File: src/rtl/vio_pkg.sv
// vio_pkg: register map, CTRL fields and seven-segment decode shared by mmio_vio.
package vio_pkg;
  localparam logic [7:0] OFF_LED_LO    = 8'h00;
  localparam logic [7:0] OFF_LED_HI    = 8'h04;
  localparam logic [7:0] OFF_SW_LO     = 8'h08;
  localparam logic [7:0] OFF_SW_HI     = 8'h0C;
  localparam logic [7:0] OFF_BTN_STATE = 8'h10;
  localparam logic [7:0] OFF_BTN_EDGE  = 8'h14;
  localparam logic [7:0] OFF_BTN_IEN   = 8'h18;
  localparam logic [7:0] OFF_SEG_LO    = 8'h1C;
  localparam logic [7:0] OFF_SEG_HI    = 8'h20;
  localparam logic [7:0] OFF_CTRL      = 8'h24;
  localparam logic [7:0] OFF_HEX       = 8'h28;
  localparam int CTRL_HEXMODE = 0;
  localparam int CTRL_DP_LSB  = 8;
  localparam logic [31:0] CTRL_MASK = 32'h0000_FF01;
  localparam logic [6:0] HEX7SEG [16] = '{
    7'h3F, 7'h06, 7'h5B, 7'h4F, 7'h66, 7'h6D, 7'h7D, 7'h07,
    7'h7F, 7'h6F, 7'h77, 7'h7C, 7'h39, 7'h5E, 7'h79, 7'h71
  };
  function automatic logic [6:0] hex7seg(input logic [3:0] n);
    return HEX7SEG[n];
  endfunction
endpackage

File: src/rtl/vio_debounce.sv
// vio_debounce: two-flop synchroniser plus stability counter for one button.
module vio_debounce #(
  parameter int DEBOUNCE_CYCLES = 4
) (
  input  logic clk,
  input  logic rst,
  input  logic din,
  output logic state
);
  localparam int CW = $clog2(DEBOUNCE_CYCLES);
  localparam logic [CW-1:0] LAST = CW'(DEBOUNCE_CYCLES - 1);
  logic [1:0] sync;
  logic [CW-1:0] cnt;
  logic differ;
  assign differ = sync[1] != state;
  always_ff @(posedge clk) begin
    if (rst) begin
      sync  <= '0;
      cnt   <= '0;
      state <= 1'b0;
    end else begin
      sync  <= {sync[0], din};
      cnt   <= !differ || cnt == LAST ? '0 : cnt + CW'(1);
      state <= differ && cnt == LAST ? sync[1] : state;
    end
  end
endmodule

File: src/rtl/mmio_vio.sv
// mmio_vio: memory-mapped virtual LED/switch/button/seven-segment peripheral.
module mmio_vio
  import vio_pkg::*;
#(
  parameter int DATAWIDTH = 32,
  parameter int ADDRWIDTH = 32,
  parameter logic [ADDRWIDTH-1:0] BASE_ADDR = 'hFFFF_FF00,
  parameter int N_LED = 36,
  parameter int N_SW = 36,
  parameter int N_BTN = 20,
  parameter int N_SSLED = 8,
  parameter int DEBOUNCE_CYCLES = 4
) (
  input  logic                 iClk,
  input  logic                 iReset,
  input  logic [ADDRWIDTH-1:0] iAB,
  input  logic                 iWR,
  input  logic                 iRD,
  input  logic [DATAWIDTH-1:0] iWriteData,
  output logic [DATAWIDTH-1:0] oReadData,
  output logic                 oSel,
  input  logic [N_SW-1:0]      iSWITCH,
  input  logic [N_BTN-1:0]     iBUTTON,
  output logic [N_LED-1:0]     oLED,
  output logic [8*N_SSLED-1:0] oSSLED,
  output logic                 oIrq
);
  localparam logic [63:0] LED_MASK = (64'd1 << N_LED) - 64'd1;
  logic [7:0] off;
  logic wr, rd, unused;
  logic [31:0] wd, rdata, hex_q, hex_n, ctrl_q, ctrl_n;
  logic [63:0] led_q, led_n, seg_q, seg_n, sw64;
  logic [N_BTN-1:0] btn_state, btn_prev, rise, clr, edge_q, edge_n, ien_q, ien_n;
  logic [8*N_SSLED-1:0] disp;
  assign oSel   = iAB[ADDRWIDTH-1:8] == BASE_ADDR[ADDRWIDTH-1:8];
  assign off    = {iAB[7:2], 2'b00};
  assign wr     = iWR && oSel;
  assign rd     = iRD && oSel;
  assign wd     = iWriteData;
  assign sw64   = 64'(iSWITCH);
  assign oLED   = led_q[N_LED-1:0];
  assign unused = ^iAB[1:0];
  for (genvar i = 0; i < N_BTN; i++) begin : g_btn
    vio_debounce #(.DEBOUNCE_CYCLES(DEBOUNCE_CYCLES)) u_db (
      .clk  (iClk),
      .rst  (iReset),
      .din  (iBUTTON[i]),
      .state(btn_state[i])
    );
  end
  // The display is driven from next-state values so it tracks LED timing.
  always_comb begin
    led_n  = LED_MASK & (wr && off == OFF_LED_LO ? {led_q[63:32], wd} :
                         wr && off == OFF_LED_HI ? {wd, led_q[31:0]} : led_q);
    seg_n  = wr && off == OFF_SEG_LO ? {seg_q[63:32], wd} :
             wr && off == OFF_SEG_HI ? {wd, seg_q[31:0]} : seg_q;
    hex_n  = wr && off == OFF_HEX ? wd : hex_q;
    ctrl_n = wr && off == OFF_CTRL ? wd & CTRL_MASK : ctrl_q;
    ien_n  = wr && off == OFF_BTN_IEN ? wd[N_BTN-1:0] : ien_q;
    clr    = wr && off == OFF_BTN_EDGE ? wd[N_BTN-1:0] : '0;
    rise   = btn_state & ~btn_prev;
    edge_n = (edge_q & ~clr) | rise;
    disp   = '0;
    for (int k = 0; k < N_SSLED; k++)
      disp[8*k+:8] = ctrl_n[CTRL_HEXMODE] ? {ctrl_n[CTRL_DP_LSB+k], hex7seg(hex_n[4*k+:4])}
                                          : seg_n[8*k+:8];
  end
  always_comb begin
    case (off)
      OFF_LED_LO:    rdata = led_q[31:0];
      OFF_LED_HI:    rdata = led_q[63:32];
      OFF_SW_LO:     rdata = sw64[31:0];
      OFF_SW_HI:     rdata = sw64[63:32];
      OFF_BTN_STATE: rdata = 32'(btn_state);
      OFF_BTN_EDGE:  rdata = 32'(edge_q);
      OFF_BTN_IEN:   rdata = 32'(ien_q);
      OFF_SEG_LO:    rdata = seg_q[31:0];
      OFF_SEG_HI:    rdata = seg_q[63:32];
      OFF_CTRL:      rdata = ctrl_q;
      OFF_HEX:       rdata = hex_q;
      default:       rdata = '0;
    endcase
  end
  always_ff @(posedge iClk) begin
    if (iReset) begin
      led_q     <= '0;
      seg_q     <= '0;
      hex_q     <= '0;
      ctrl_q    <= '0;
      ien_q     <= '0;
      edge_q    <= '0;
      btn_prev  <= '0;
      oSSLED    <= '0;
      oIrq      <= 1'b0;
      oReadData <= '0;
    end else begin
      led_q     <= led_n;
      seg_q     <= seg_n;
      hex_q     <= hex_n;
      ctrl_q    <= ctrl_n;
      ien_q     <= ien_n;
      edge_q    <= edge_n;
      btn_prev  <= btn_state;
      oSSLED    <= disp;
      oIrq      <= |(edge_q & ien_q);
      oReadData <= rd ? rdata : oReadData;
    end
  end
endmodule

File: config.mk
export PLATFORM = sky130hd
export DESIGN_NAME = mmio_vio
export DESIGN_NICKNAME = d
export VERILOG_FILES = /design/src/rtl/vio_pkg.sv /design/src/rtl/vio_debounce.sv /design/src/rtl/mmio_vio.sv
export SDC_FILE = /design/constraint.sdc
export NUM_CORES = 1
export LEC_CHECK = 0
export BUFFER_PORTS_ARGS = -buffer_cell sky130_fd_sc_hd__buf_2
export CORE_ASPECT_RATIO = 2
export CORE_MARGIN = 2
export CORE_UTILIZATION = 62
export CTS_CLUSTER_DIAMETER = 120
export DETAILED_ROUTE_END_ITERATION = 6
export PLACE_DENSITY = 0.91
export REMOVE_ABC_BUFFERS = 1
export SYNTH_ARGS = -nofsm -noshare
export SYNTH_HDL_FRONTEND = slang
export SYNTH_SLANG_ARGS = --single-unit
File: constraint.sdc
create_clock -name iClk -period 4.5 [get_ports iClk]
set_input_delay 0 -clock iClk [delete_from_list [all_inputs] [get_ports iClk]]
set_output_delay 0 -clock iClk [all_outputs]
set_load 0.03 [all_outputs]
* Yosys cells after proc, flatten, opt, wreduce, memory -nomap -nowiden
Memory sizes are Yosys's and may differ from the RTL's.
Index checks and enable logic that the tools add are counted.
** Word-level totals
- ROM bits :: 896
- Logic and storage cells :: 297
- Output and inout port bits :: 134
- Register bits :: 398
- Memories :: 8
** Cells by class
- Mux-type cells :: 31
- $add $sub $neg :: 20
- $lt $le $gt $ge :: 8
- Bitwise logic cells :: 15
- Eq/ne operators :: 51
- Reduce and logical (&&, ||, !) cells :: 93
** Memories
- (no name shown) :: depth 16, bits a word 7, read ports 1, clocked after memory_dff 0, write ports 0, line vio_pkg.sv:22 : return HEX7SEG[n];
- (no name shown) :: depth 16, bits a word 7, read ports 1, clocked after memory_dff 0, write ports 0, line vio_pkg.sv:22
- (no name shown) :: depth 16, bits a word 7, read ports 1, clocked after memory_dff 0, write ports 0, line vio_pkg.sv:22
- (no name shown) :: depth 16, bits a word 7, read ports 1, clocked after memory_dff 0, write ports 0, line vio_pkg.sv:22
- (no name shown) :: depth 16, bits a word 7, read ports 1, clocked after memory_dff 0, write ports 0, line vio_pkg.sv:22
- (no name shown) :: depth 16, bits a word 7, read ports 1, clocked after memory_dff 0, write ports 0, line vio_pkg.sv:22
- +2 memories
** Operator list (count)
- one-hot mux 32 bit (11 select lines) :: 1
- two-way mux 64 bit :: 2
- two-way mux 7 bit :: 16
- two-way mux 32 bit :: 2
- two-way mux 8 bit :: 8
- AND 20 bit :: 3
- adder 2 x 1 -> 2 bit, second input constant :: 20
- equality test 2 bit, second input constant :: 20
- greater-or-equal comparator 5 bit, second input constant :: 8
- inverter 20 bit :: 2
- inverter 4 -> 5 bit :: 8
- OR reduction 2 bit :: 20
- logical AND 1 bit :: 30
- equality test 24 bit, second input constant :: 1
- equality test 6 x 3 -> 1 bit, second input constant :: 4
- zero test 1 bit :: 20
- logical OR 1 bit :: 20
- two-way mux 20 bit :: 1
- != test 1 bit :: 20
- OR 20 bit :: 1
- OR reduction 20 bit :: 1
- equality test 6 x 4 -> 1 bit, second input constant :: 3
- two-way mux 16 bit :: 1
- equality test 6 x 2 -> 1 bit, second input constant :: 2
- other kinds (4) :: 4

* Depth between registers and ports, before layout
Gate-level depths: netlist of run 1.
- Depth after elaboration :: 9
- Mapped depth :: 15
- Gate-level depth less buffers :: 10

* By module
A second synthesis of run 1 with hierarchy kept.
** Unflattened totals
- Cell total of the unflattened synthesis :: 2010
- Area total of the unflattened synthesis :: 18193.7 um^2
** Modules (own cells, without submodules)
- mmio_vio :: cells each 1750, seq. area each 5965.7 um^2, instances 1, area each 14815.5 um^2
- vio_debounce :: cells each 13, seq. area each 100.1 um^2, instances 20, area each 168.9 um^2

* Worst setup path before layout of run 1
Ideal clock, no wire load.
- Path kind :: in2reg
- Start point :: input port iAB[7]
- End point :: register oSSLED[3]
- Setup slack :: 1.547 ns
- Buffers on the path :: 4
- Arrival time :: 2.820 ns
- Data required time :: 4.366 ns
- Cell stages on the path :: 13
- Cells stage by stage :: or4b_1 > buf_2 > nor2_8 > nand4_4 > buf_6 > buf_6 > buf_6 > mux2i_1 > inv_1 > ha_1 > nand2b_1 > a211oi_1 > a2111oi_2
** Between the ends
- Longest elaborated chain between the ends :: 8
- Elaborated cells on any way between the ends :: 14
- Those cells by class :: eq/ne: 3; mux: 6; bitwise: 1; reduce/logical: 3; memory: 1
** RTL lines
- start: declaration :: line mmio_vio.sv:16 : input logic [ADDRWIDTH-1:0] iAB,
- equality test 6 x 4 -> 1 bit :: line mmio_vio.sv:57 : hex_n = wr && off == OFF_HEX ? wd : hex_q;
- logical AND 1 bit :: line mmio_vio.sv:57
- two-way mux 32 bit :: line mmio_vio.sv:57
- inverter 4 -> 5 bit (not written as such) :: line vio_pkg.sv:22
- memory (16 x 7 bit)
- two-way mux 7 bit (not written as such) (2 in a row) :: line vio_pkg.sv:22
- two-way mux 8 bit * :: line mmio_vio.sv:65 : disp[8*k+:8] = ctrl_n[CTRL_HEXMODE] ? {ctrl_n[CTRL_DP_LSB+k], hex7seg(hex_n[4*k+:4])}
- end signal: assignment :: line mmio_vio.sv:104 : oSSLED <= disp;
- end: declaration :: line mmio_vio.sv:25 : output logic [8*N_SSLED-1:0] oSSLED,
Mark *: on every way between the ends. The rest lies on a longest branch, timed or not. The select of a mux whose other input is x is not followed.
A chain may end at the register's enable or synchronous reset.

* Final worst setup path of run 1
- Start point :: input port iAB[7]
- End point :: register oSSLED[18]
Same word-level chain as after synthesis.

==> summary.md, run 1 <==
| Metric | Value |
|---|---|
| CP top delay family | `simple AND/OR/NAND/NOR gates` |
| CTS max path bufs | `3` |
| Post-DP Area | `approximately 20,000 um2` |
| Fin crit share | `0.646` |
| PnR worst setup slack | `~1600 ps` |
| Async S/R FF share, synth | `0` |
| Worst-skew pair later-pin latency | `roughly 550 ps` |
| CP max-delay cell | `or4b_1` |
| Synth-to-Final Area Change | `19.4%` |
| Die W | `approximately 120 um` |
| Mux share of post-synthesis cell area | `0.0880` |
| Syn avg cell area | `8.82 um2` |
| Clock Power Share | `0.462` |
| Largest net degree at the start of global routing | `about 140` |
| DIE HEIGHT | `roughly 250 um` |
| Global-route wire length before repair | `between 90,000 and 100,000 um` |
| DP HPWL | `just over 40,000 um` |
| Hold Slack | `between 50 and 60 ps` |
| Sw frac | `0.222` |
| Most used cell, CP | `buf_4` |
| Initial Util | `0.630` |
| Vias in the first global route | `17,500` |
| Overflow after GRT | `0` |
| Crit path max fanout | `31` |
| CP bufs+invs | `3` |
| Gr usage total | `0.385` |
| Seq cells post-synth | `~400` |
| Wire per inst | `between 20 and 25 um` |
| Post-Synth Simple-Gate Area | `0.201` |
| Vias | `roughly 17,000` |
| Slew HR | `0.260` |
| Post-Layout Cell Count | `2,696` |
| Synthesis Warnings | `0` |
| Setup violations, final | `0` |
| Core Region | `between 20,000 and 30,000 um2` |
| Hold path startpoint | `iSWITCH[5]` |
| Worst slack, placed | `between 1000 and 1500 ps` |
| Initial antenna violation count | `0` |
| Power per cell area | `around 330 nW/um2` |
| Fin crit period | `2910 ps` |
| Via/cell ratio | `approximately 6.5` |
| Flop pwr share | `0.494` |
| Internal | `5.59 mW` |
| Compound-cell area share of the yosys netlist | `0.154` |
| CTS clk-pin slew, worst paths | `70 ps` |
| VDD IR-drop max | `around 0.00037 V` |
| Nets | `~2,500` |
| CTS tree | `built` |
| Critical path class | `in -> reg` |
| Post-Synth Adder-Cell Area | `0.0525` |
| Mapped cell area | `~18,000 um2` |
| Fmax achieved | `approximately 340 MHz` |
| Routability cong. | `about 0.93` |
| Seq/Total Area, Yosys | `0.440` |
| Filler cells | `a little under 2,000` |
| # rows | `just under 90` |
| EDFF count, synth | `0` |
| Pins over their slew limit | `0` |
| Largest family of logic cells by synthesized area | `simple AND/OR/NAND/NOR gates` |
| Layout cells sized above 1 | `0.171` |
| Synth cell types | `74` |
| Comb power frac | `0.044` |
| Post-CTS setup buffer count | `0` |
| Total wire length | `~60,000 um` |
| Drt initial violations | `between 1,500 and 2,000` |
| IO Count | `258` |
| Final core utilization | `0.752` |
| Critical R2R Launch | `ctrl_q[0]` |
| DRC | `3` |
| Violated checks | `DRC` |
| Root Buffer | `clkbuf_16` |
| Inserted Clock Buffers | `36` |
| CP Capture Type | `register` |
| Number of port buffers | `between 200 and 300` |
| CTS H-tree lvls | `2` |
| CP required | `~5000 ps` |
| Synth Area in XOR/XNOR | `0.0169` |
| CP Launch Type | `primary input` |
| Status | `complete, but fails checks` |
| Die area | `about 31,000 um2` |
| Drt pass-1 iters | `7` |
| Post-route design area | `between 20,000 and 25,000 um2` |
| Synthesized instance count | `a little over 2,000` |
| Hold crit path type | `in -> reg` |
| Psw | `between 1.5 and 2 mW` |
| Arrival time at the worst endpoint | `3400 ps` |
| # diodes | `0` |
| Leakage | `between 9 and 10 nW` |
| Worst-Margin Slew | `1110 ps` |
| Clk sinks | `around 400` |
| Setup Skew | `16.2 ps` |
| Top FF cell, synth | `dfxtp_1` |
| Worst-path cell chain | `buf_2, or4b_1, nor2_8, buf_4, and4_2, buf_4, or3_1, o31ai_1, a2111oi_0, a21o_1` |
| Worst path max stage delay | `around 800 ps` |
| RSZ-0062 raised after global routing | `false` |
| ANT nets after route | `0` |
| Max Cap Viol | `0` |
| Final hold viol count | `0` |
| Placed cell count | `2,555` |
| Worst setup startpoint | `iAB[7]` |
[cell families (layout without fill, tap and decap cells)]
family / after synthesis / after routing
compound gates: 410 / 410
xor+xnor: 35 / 35
fa+ha+maj: 76 / 76
buf+inv: 206 / 489
flops: 398 / 398
mux: 148 / 148
simple gates: 780 / 780
[layout make-up]
class / count / area (um2) / share of cell area
tap: 360 / 450 / 0.0208
inverter: 43 / 161 / 0.00747
clock buffer: 48 / 997 / 0.0461
sequential: 398 / 7970 / 0.369
timing repair buffer: 381 / 2450 / 0.113
multi-input combinational: 1449 / 9320 / 0.431
clock inverter: 17 / 263 / 0.0122
[per-stage QoR]
step / setup TNS [ps] / power [mW]
2_1_floorplan: -16360 / 3.69
3_3_place_gp: 0 / 3.88
3_5_place_dp: 0 / 3.89
4_1_cts: 0 / 7.18
5_1_grt: 0 / 7.34
6_report: 0 / 7.19
[per-layer routing]
layer  GRT usage  wire length [um]  up-vias
li1            -                 -     7669
met1       0.394             19900     8219
met2       0.674             30600     1151
met3      0.0638              5420      374
met4       0.336              5840        0
met5           0                 0        -
[synth_stat cells (all sizes together) (4+ instances only)]
library cell / count / area [um2]
clkbuf: 122 / 458
nand4: 11 / 83.8
xor2: 12 / 105
or3: 26 / 163
nor3b: 22 / 165
ha: 76 / 951
mux2i: 138 / 1450
nor2: 260 / 992
nand3: 40 / 200
a2111oi: 5 / 50.0
a21oi: 134 / 671
a21o: 7 / 52.6
o31ai: 8 / 60.1
a22o: 12 / 105
nand3b: 6 / 45.0
nor3: 32 / 165
a221o: 4 / 40.0
a221oi: 17 / 155
o21ai: 62 / 310
buf: 41 / 228
dfxtp: 398 / 7970
a311oi: 24 / 210
xnor2: 23 / 201
a31oi: 14 / 87.6
and2: 12 / 75.1
and4: 5 / 43.8
o22ai: 5 / 31.3
and3: 11 / 68.8
mux2: 8 / 97.6
a22oi: 34 / 255
a222oi: 27 / 270
nor4b: 4 / 35.0
a41oi: 5 / 43.8
nand2: 244 / 916
a211oi: 19 / 143
nor2b: 94 / 588
nand2b: 6 / 37.5
o41ai: 4 / 42.6
nor4: 5 / 46.3
inv: 42 / 158
[worst paths after layout]
path	endpoint	slack, ps	depth (start not counted)
max	oSSLED[18]	1590	10
min	oReadData[5]	60	5
max reg2reg	oSSLED[17]	2410	5
min reg2reg	g_btn[18].u_db.cnt[0]	420	1
[power by group through the flow]
stage	Sequential (mW)	Clock, mW	Combinational (mW)
finish	3.55	3.32	0.317
global route	3.55	3.46	0.331
CTS	3.55	3.32	0.305
detailed placement	3.63	0	0.252
global placement	3.63	0	0.247
floorplan	3.63	0	0.0596
[what timing repair did]
| action | CTS | global route |
|---|---|---|
| endpoints found under the hold margin | 217 | 0 |
| hold buffers | 76 | 0 |
| gates resized for setup | 0 | 0 |
[cell usage in the layout (no fill, tap or decap), types with 6 or more instances in the layout]
| cell type | netlist | layout |
|---|---|---|
| a211oi_1 | 19 | 19 |
| a21o_1 | 7 | 7 |
| a21oi_1 | 134 | 134 |
| a221oi_1 | 16 | 16 |
| a222oi_1 | 27 | 27 |
| a22o_1 | 12 | 12 |
| a22oi_1 | 34 | 34 |
| a311oi_1 | 24 | 24 |
| a31oi_1 | 14 | 14 |
| and2_1 | 11 | 11 |
| and3_1 | 11 | 10 |
| buf_2 | 26 | 254 |
| buf_4 | 1 | 48 |
| bufinv_16 | 0 | 6 |
| clkbuf_1 | 122 | 8 |
| clkbuf_16 | 0 | 37 |
| dfxtp_1 | 398 | 398 |
| dlygate4sd3_1 | 0 | 76 |
| ha_1 | 76 | 76 |
| inv_1 | 42 | 42 |
| mux2_2 | 6 | 6 |
| mux2i_1 | 129 | 128 |
| nand2_1 | 244 | 243 |
| nand2b_1 | 6 | 6 |
| nand3_1 | 40 | 40 |
| nand3b_1 | 6 | 6 |
| nand4_1 | 10 | 10 |
| nor2_1 | 259 | 257 |
| nor2b_1 | 94 | 94 |
| nor3_1 | 31 | 30 |
| nor3b_1 | 22 | 22 |
| o21ai_0 | 57 | 57 |
| o31ai_1 | 8 | 8 |
| or3_1 | 26 | 26 |
| xnor2_1 | 23 | 23 |
| xor2_1 | 12 | 12 |
[worst register-to-register path: stages (launching register included)]
cell and delay [ps]:
dfxtp_1 390, mux2_2 810, buf_4 350, nor2_1 70, a31oi_1 250, nor2_1 60
[flip-flops by register name, summed over array words and instances (netlist names), 32 cells and up]
signal	flops
g_btn.u_db.sync	40
seg_q	64
oSSLED	64
hex_q	32
led_q	36
oReadData	32
g_btn.u_db.cnt	40
Note: power is estimated with default switching activity, not from simulation.
==> run 2, diff against run 1 <==
Settings changed: ABC_AREA set to 1, CORE_UTILIZATION 62 to 58, PLACE_DENSITY 0.91 to 0.87.
Clock period 4.5 ns to 3 ns, I/O delays scaled along.
==> run 2 against run 1 <==
Flip-flop and latch count unchanged. Core utilization is 4.5 points lower. Critical path depth rose by 2. Total power increased by 47%. Critical path type unchanged. The run now ends clean. Non-clock buffer count increased by 3. Die area increased by 5.7%. Clock skew increased by 9.1 ps. Largest power group unchanged. First-iteration DRC count is 15% higher. Combinational power is 37% higher.
==> summary.md, run 2 <==
| Metric | Value |
|---|---|
| Clock Power Share | `0.454 (-0.008)` |
| Yosys top cell area share | `0.444 (+0.00424)` |
| DRC | `0 (-3)` |
| Fin crit share | `0.723` |
| ANT nets after route | `0 (unchanged)` |
| Seq/Total Area, Yosys | `0.444 (+0.00424)` |
| Wire per inst | `19.0 um (-17%)` |
| DIE HEIGHT | `253 um (+2.8%)` |
| EDFF count, synth | `0 (unchanged)` |
| Count leader, synth | `nand2_1` |
| Largest registers | `oSSLED x64, seg_q x64` |
| Die W | `128 um (+2.8%)` |
| Initial antenna violation count | `0 (unchanged)` |
| Flop pwr share | `0.504 (+0.010)` |
| Worst-Margin Slew | `962 ps (-148 ps)` |
| RSZ-0062 raised after global routing | `false` |
| Fmax achieved | `about 460 MHz` |
| Final hold viol count | `0 (unchanged)` |
| Number of port buffers | `255 (unchanged)` |
| Hold crit path type | `in -> reg` |
| Fin crit period | `roughly 2200 ps` |
| Final setup TNS | `0 ps (unchanged)` |
| Status | `complete, no violations` |
| Via/cell ratio | `5.85 (-9.5%)` |
| Comb power frac | `0.041 (-0.003)` |
| Pins over their slew limit | `0 (unchanged)` |
| CTS H-tree lvls | `2 (unchanged)` |
| Initial Util | `0.585 (-0.0445)` |
| Arrival time at the worst endpoint | `2640 ps (-760 ps)` |
| Root Buffer | `clkbuf_16` |
| CP required | `3470 ps (-1530 ps)` |
| Largest net degree at the start of global routing | `115 (-15%)` |
| Synth-to-Final Area Change | `20.8%` |
| CTS max path bufs | `3 (unchanged)` |
| CTS tree | `built` |
| Slew HR | `0.357 (+0.0974)` |
| VDD IR-drop max | `0.000450 V (+21%)` |
| Synth cell types | `41 (-45%)` |
| Setup violations, final | `0 (unchanged)` |
| Routability cong. | `0.980 (+5.6%)` |
| Inserted Clock Buffers | `35 (-2.8%)` |
| Psw | `2.37 mW (+48%)` |
| Crit path max fanout | `16 (-48%)` |
| Global-route wire length before repair | `90,300 um (-3.3%)` |
| Max Cap Viol | `0 (unchanged)` |
| Top FF cell, synth | `dfxtp_1` |
| CP Launch Type | `primary input` |
| Vias in the first global route | `17,500 (-0.17%)` |
| Gr usage total | `0.354 (-0.0315)` |
| Vias | `18,200 (+4.6%)` |
| Nets | `2,920 (+16%)` |
| Internal | `8.20 mW (+47%)` |
| # diodes | `0 (unchanged)` |
| Mapped cell area | `17,900 um2 (-0.95%)` |
| Commonest cells post-synth | `nand2_1 (427), dfxtp_1 (398), inv_1 (305)` |
| Drt initial violations | `2,007 (+15%)` |
| CP Capture Type | `register` |
| Overflow after GRT | `0 (unchanged)` |
| Total power | `10.6 mW (+47%)` |
| DP HPWL | `37,800 um (-6.5%)` |
| Synthesis Warnings | `0 (unchanged)` |
| # rows | `91 (+3.4%)` |
| Async S/R FF share, synth | `0 (unchanged)` |
| CTS clk-pin slew, worst paths | `70 ps (about the same)` |
| Post-CTS setup buffer count | `0 (unchanged)` |
| Seq cells post-synth | `398 (unchanged)` |
| Critical path class | `in -> reg` |
| Synthesized instance count | `2,411 (+17%)` |
| Synth area leaders | `dfxtp_1 (44%), nand2_1 (8.9%), nand3_1 (6.6%)` |
| Die area | `32,400 um2 (+5.7%)` |
| Clk sinks | `398 (unchanged)` |
| Final core utilization | `0.707 (-0.0449)` |
| Layout cells sized above 1 | `0.158 (-0.0127)` |
| Syn avg cell area | `7.44 um2 (-16%)` |
| IO Count | `258 (unchanged)` |
| Setup Skew | `25.3 ps (+9.14 ps)` |
| Cell taking the most area after synthesis | `dfxtp_1` |
| Leakage | `9.71 nW (+4.9%)` |
| Worst-skew pair later-pin latency | `540 ps (about the same)` |
| Total wire length | `59,300 um (-3.9%)` |
| Commonest non-fill, non-tap cells in the layout | `nand2_1 (427), dfxtp_1 (398), inv_1 (305)` |
| Most common cell after layout, fill and taps aside | `nand2_1` |
| Sw frac | `0.224 (+0.00209)` |
| Power per cell area | `488 nW/um2 (+47%)` |
| Drt pass-1 iters | `6 (-1)` |
| Core Region | `30,600 um2 (+6.6%)` |
[run 2: cell types whose count changed after synthesis, sizes merged, moves of 53 or more]
cell,delta
nand2,+190
clkbuf,-53
nand3,+197
inv,+288
nor2b,-94
o21ai,+117
mux2i,-138
[run 2: path summary, 6_finish.rpt]
check	from	to	slack [ps]	cells past startpoint
hold reg to reg	g_btn[15].u_db.sync[0]	g_btn[15].u_db.sync[1]	400	2
setup reg to reg	hex_q[16]	oReadData[16]	1340	7
setup / recovery	iAB[7]	oReadData[18]	830	12
hold / removal	iSWITCH[33]	oReadData[1]	90	7
[run 2: area by class of cell]
cell class,count,area [um2]
Clock buffer,41,938
Clock inverter,21,262
Fill cell,2311,8970
Inverter,333,1250
Multi-Input combinational cell,1568,8240
Sequential cell,398,7970
Tap cell,372,465
Timing Repair Buffer,384,2530
[run 2: layer usage]
layer | global-route usage | wire [um] | vias up
li1 | - | - | 8515
met5 | 0 | 0 | -
met2 | 0.599 | 28400 | 1134
met1 | 0.418 | 21600 | 8334
met4 | 0.218 | 3790 | 0
met3 | 0.0512 | 5480 | 236
[run 2: timing repair]
| action | in CTS | in global routing |
|---|---|---|
| hold endpoints to repair | 237 | 0 |
| hold buffers | 87 | 0 |
| endpoints found under the setup margin | 0 | 0 |
| resized for setup | 0 | 0 |
[run 2: critical path, cell delays in order]
cell and delay [ps]:
buf_2 100, nor2_1 350, nand2_1 220, nor2_2 400, inv_2 100, buf_4 250
o22ai_1 260, a21oi_1 100, nand3_1 100, nand2_1 60, dlygate4sd3_1 550, a21oi_1 120
[run 2: power by group through the flow]
stage / registers, mW / clock network [mW] / logic, mW
floorplan: 5.45 / 0 / 0.101
global placement: 5.45 / 0 / 0.323
detailed placement: 5.45 / 0 / 0.329
CTS: 5.33 / 4.81 / 0.416
global route: 5.33 / 5.01 / 0.462
finish: 5.33 / 4.80 / 0.435
[run 2: through the flow]
step / hold slack [ps] / std cells / worst slack, ps / instance area [um2]
5_1_grt: 141 / 3117 / 736 / 21700
6_report: 86.3 / 3117 / 830 / 21700
4_1_cts: 31.1 / 3117 / 933 / 21700
2_1_floorplan: 69.1 / 2299 / -439 / 17500
3_5_place_dp: 208 / 2968 / 627 / 19600
3_3_place_gp: 198 / 2968 / 657 / 19600
[run 2: logic make-up after synthesis]
logic type | Yosys count | synth area share
and+or+nand+nor | 969 | 0.227
AOI/OAI and AO/OA | 523 | 0.179
buffers and inverters | 445 | 0.0962
DFF | 398 | 0.444
adders and majority gates | 76 | 0.0530
==> run 3, diff against run 2 <==
Settings changed: CORE_UTILIZATION 58 to 52, PLACE_DENSITY 0.87 to 0.82.
Clock period 3 ns to 1.8 ns, I/O delays scaled along.
==> run 3 against run 2 <==
Register-to-register slack lost 1100 ps. Global-route usage rose by 1.2 points. Clock-buffer cell count increased by 12. Setup slack got worse by 700 ps. Via count rose by 4.4%. Clock skew decreased by 7.2 ps. Sequential share of layout area down 2.8 points. Largest power group unchanged. Non-clock buffer count rose by 202. Flip-flop and latch count did not move.
==> summary.md, run 3 (synthesis gave the netlist of run 2 again) <==
| Metric | Value |
|---|---|
| Routability cong. | `0.982 (+0.26%)` |
| Post-Layout Cell Count | `3,388 (+8.7%)` |
| Post-CTS setup buffer count | `0 (unchanged)` |
| Final setup TNS | `0 ps (unchanged)` |
| Worst setup startpoint | `iAB[16]` |
| Die W | `135 um (+5.4%)` |
| Most common cell after layout, fill and taps aside | `nand2_1` |
| # diodes | `0 (unchanged)` |
| ANT nets after route | `0 (unchanged)` |
| GR peak layer | `met2` |
| CP Capture Type | `register` |
| Pins over their slew limit | `0 (unchanged)` |
| Via/cell ratio | `5.62 (-3.9%)` |
| CTS H-tree lvls | `2 (unchanged)` |
| Total wire length | `66,700 um (+12%)` |
| Global-route wire length before repair | `102,000 um (+13%)` |
| Fmax achieved | `around 600 MHz` |
| VDD IR-drop max | `0.000911 V (+100%)` |
| PnR worst setup slack | `126 ps (-704 ps)` |
| Inserted Clock Buffers | `35 (unchanged)` |
| CTS tree | `built` |
| Hold Slack | `64.8 ps (-21.5 ps)` |
| Layout cells sized above 1 | `0.214 (+0.0560)` |
| Final core utilization | `0.687 (-0.0197)` |
| Setup violations, final | `0 (unchanged)` |
| Initial antenna violation count | `0 (unchanged)` |
| Gr usage total | `0.366 (+0.0124)` |
| Core Region | `34,100 um2 (+11%)` |
| Leakage | `10.7 nW (+10%)` |
| Crit path max fanout | `33 (+17)` |
| Overflow after GRT | `0 (unchanged)` |
| Worst slack, placed | `-411 ps (-1040 ps)` |
| Root Buffer | `clkbuf_16` |
| Nets | `3,122 (+6.9%)` |
| RSZ-0062 raised after global routing | `false` |
| Vias in the first global route | `19,300 (+10%)` |
| Met2 usage | `0.672 (+0.0732)` |
| Number of port buffers | `255 (unchanged)` |
| Final hold viol count | `0 (unchanged)` |
| DP HPWL | `48,700 um (+29%)` |
| Drt initial violations | `1,472 (-27%)` |
| IO Count | `258 (unchanged)` |
| Worst-Margin Slew | `620 ps (-342 ps)` |
| Multi-input gate area | `8240 um2 (unchanged)` |
| CP required | `2240 ps (-1230 ps)` |
| CP Launch Type | `primary input` |
| DRC | `0 (unchanged)` |
| Clk sinks | `398 (unchanged)` |
| Largest net degree at the start of global routing | `122 (+6.1%)` |
| Vias | `19,000 (+4.4%)` |
| Slew HR | `0.587 (+0.230)` |
| Fin crit share | `0.930` |
| Critical path class | `in -> reg` |
| DIE HEIGHT | `267 um (+5.5%)` |
| Hold crit path type | `in -> reg` |
| Synth-to-Final Area Change | `30.8%` |
| Setup Skew | `18.1 ps (-7.17 ps)` |
| CTS clk-pin slew, worst paths | `70 ps (about the same)` |
| Filler cells | `2,834 (+23%)` |
| Status | `complete, no violations` |
| Wire per inst | `19.7 um (+3.5%)` |
| # rows | `96 (+5.5%)` |
| Die area | `36,100 um2 (+11%)` |
| Max Cap Viol | `0 (unchanged)` |
| CTS max path bufs | `3 (unchanged)` |
| Hold path startpoint | `iSWITCH[35]` |
| Met1 global-route usage | `0.376 (-0.0415)` |
| Met3 global-route usage | `0.0473 (-0.00393)` |
| Critical R2R Launch | `hex_q[8]` |
| Drt pass-1 iters | `6 (unchanged)` |
| Arrival time at the worst endpoint | `2110 ps (-530 ps)` |
| Power per cell area | `743 nW/um2 (+52%)` |
| Placed cell count | `3,242 (+9.2%)` |
| Commonest non-fill, non-tap cells in the layout | `nand2_1 (427), dfxtp_1 (398), inv_1 (305)` |
| Largest registers | `oSSLED x64, seg_q x64` |
| Initial Util | `0.525 (-0.0598)` |
| Reg area | `7970 um2 (unchanged)` |
| Fin crit period | `between 1500 and 2000 ps` |
| Worst-skew pair later-pin latency | `550 ps (about the same)` |
run 3: timing repair:
item                      in CTS  in global routing
resized for setup              0                  0
hold endpoints to repair     206                  0
hold buffers                  84                  0
run 3: path summary, 6_finish.rpt:
| check | to | slack, ps | depth (start not counted) |
|---|---|---|---|
| hold reg to reg | g_btn[19].u_db.sync[1] | 400 | 2 |
| setup reg to reg | oReadData[8] | 290 | 6 |
| setup / recovery | oSSLED[42] | 130 | 14 |
| hold / removal | oReadData[3] | 60 | 7 |
run 3: power by group:
group	internal, mW	switching, mW	total, mW	leakage (nW)
clock network	4.29	3.46	7.75	0.565
registers	8.86	0.0267	8.88	3.21
logic	0.331	0.469	0.800	6.94
run 3: cell type report:
cell class	count	share of cell area
flip-flops and latches	398	0.340
clock inverters	9	0.00470
repair buffers	586	0.183
well taps	441	0.0235
clock buffers	53	0.0441
multi-input cells	1568	0.351
inverters	333	0.0533
run 3: worst max-delay path, stage by stage:
cell and delay (ps):
buf_2 110, nand2_1 60, nor2_1 160, nand2_1 90, nor2_2 230, nand4_4 150
buf_12 210, buf_4 170, o21ai_2 200, inv_2 90, buf_4 150, ha_1 180
nor3_1 190, o21ai_1 90
run 3: through the flow:
step	area [um2]	power [mW]
global placement	21500	9.70
finish	23400	17.4
detailed placement	21500	9.71
global route	23400	17.8
CTS	23400	17.5
floorplan	17500	9.25
run 3: layer usage:
layer / share of wire / vias to the layer above
li1: - / 8929
met1: 0.34 / 8889
met2: 0.52 / 906
met3: 0.061 / 301
met4: 0.079 / 0
met5: 0 / -
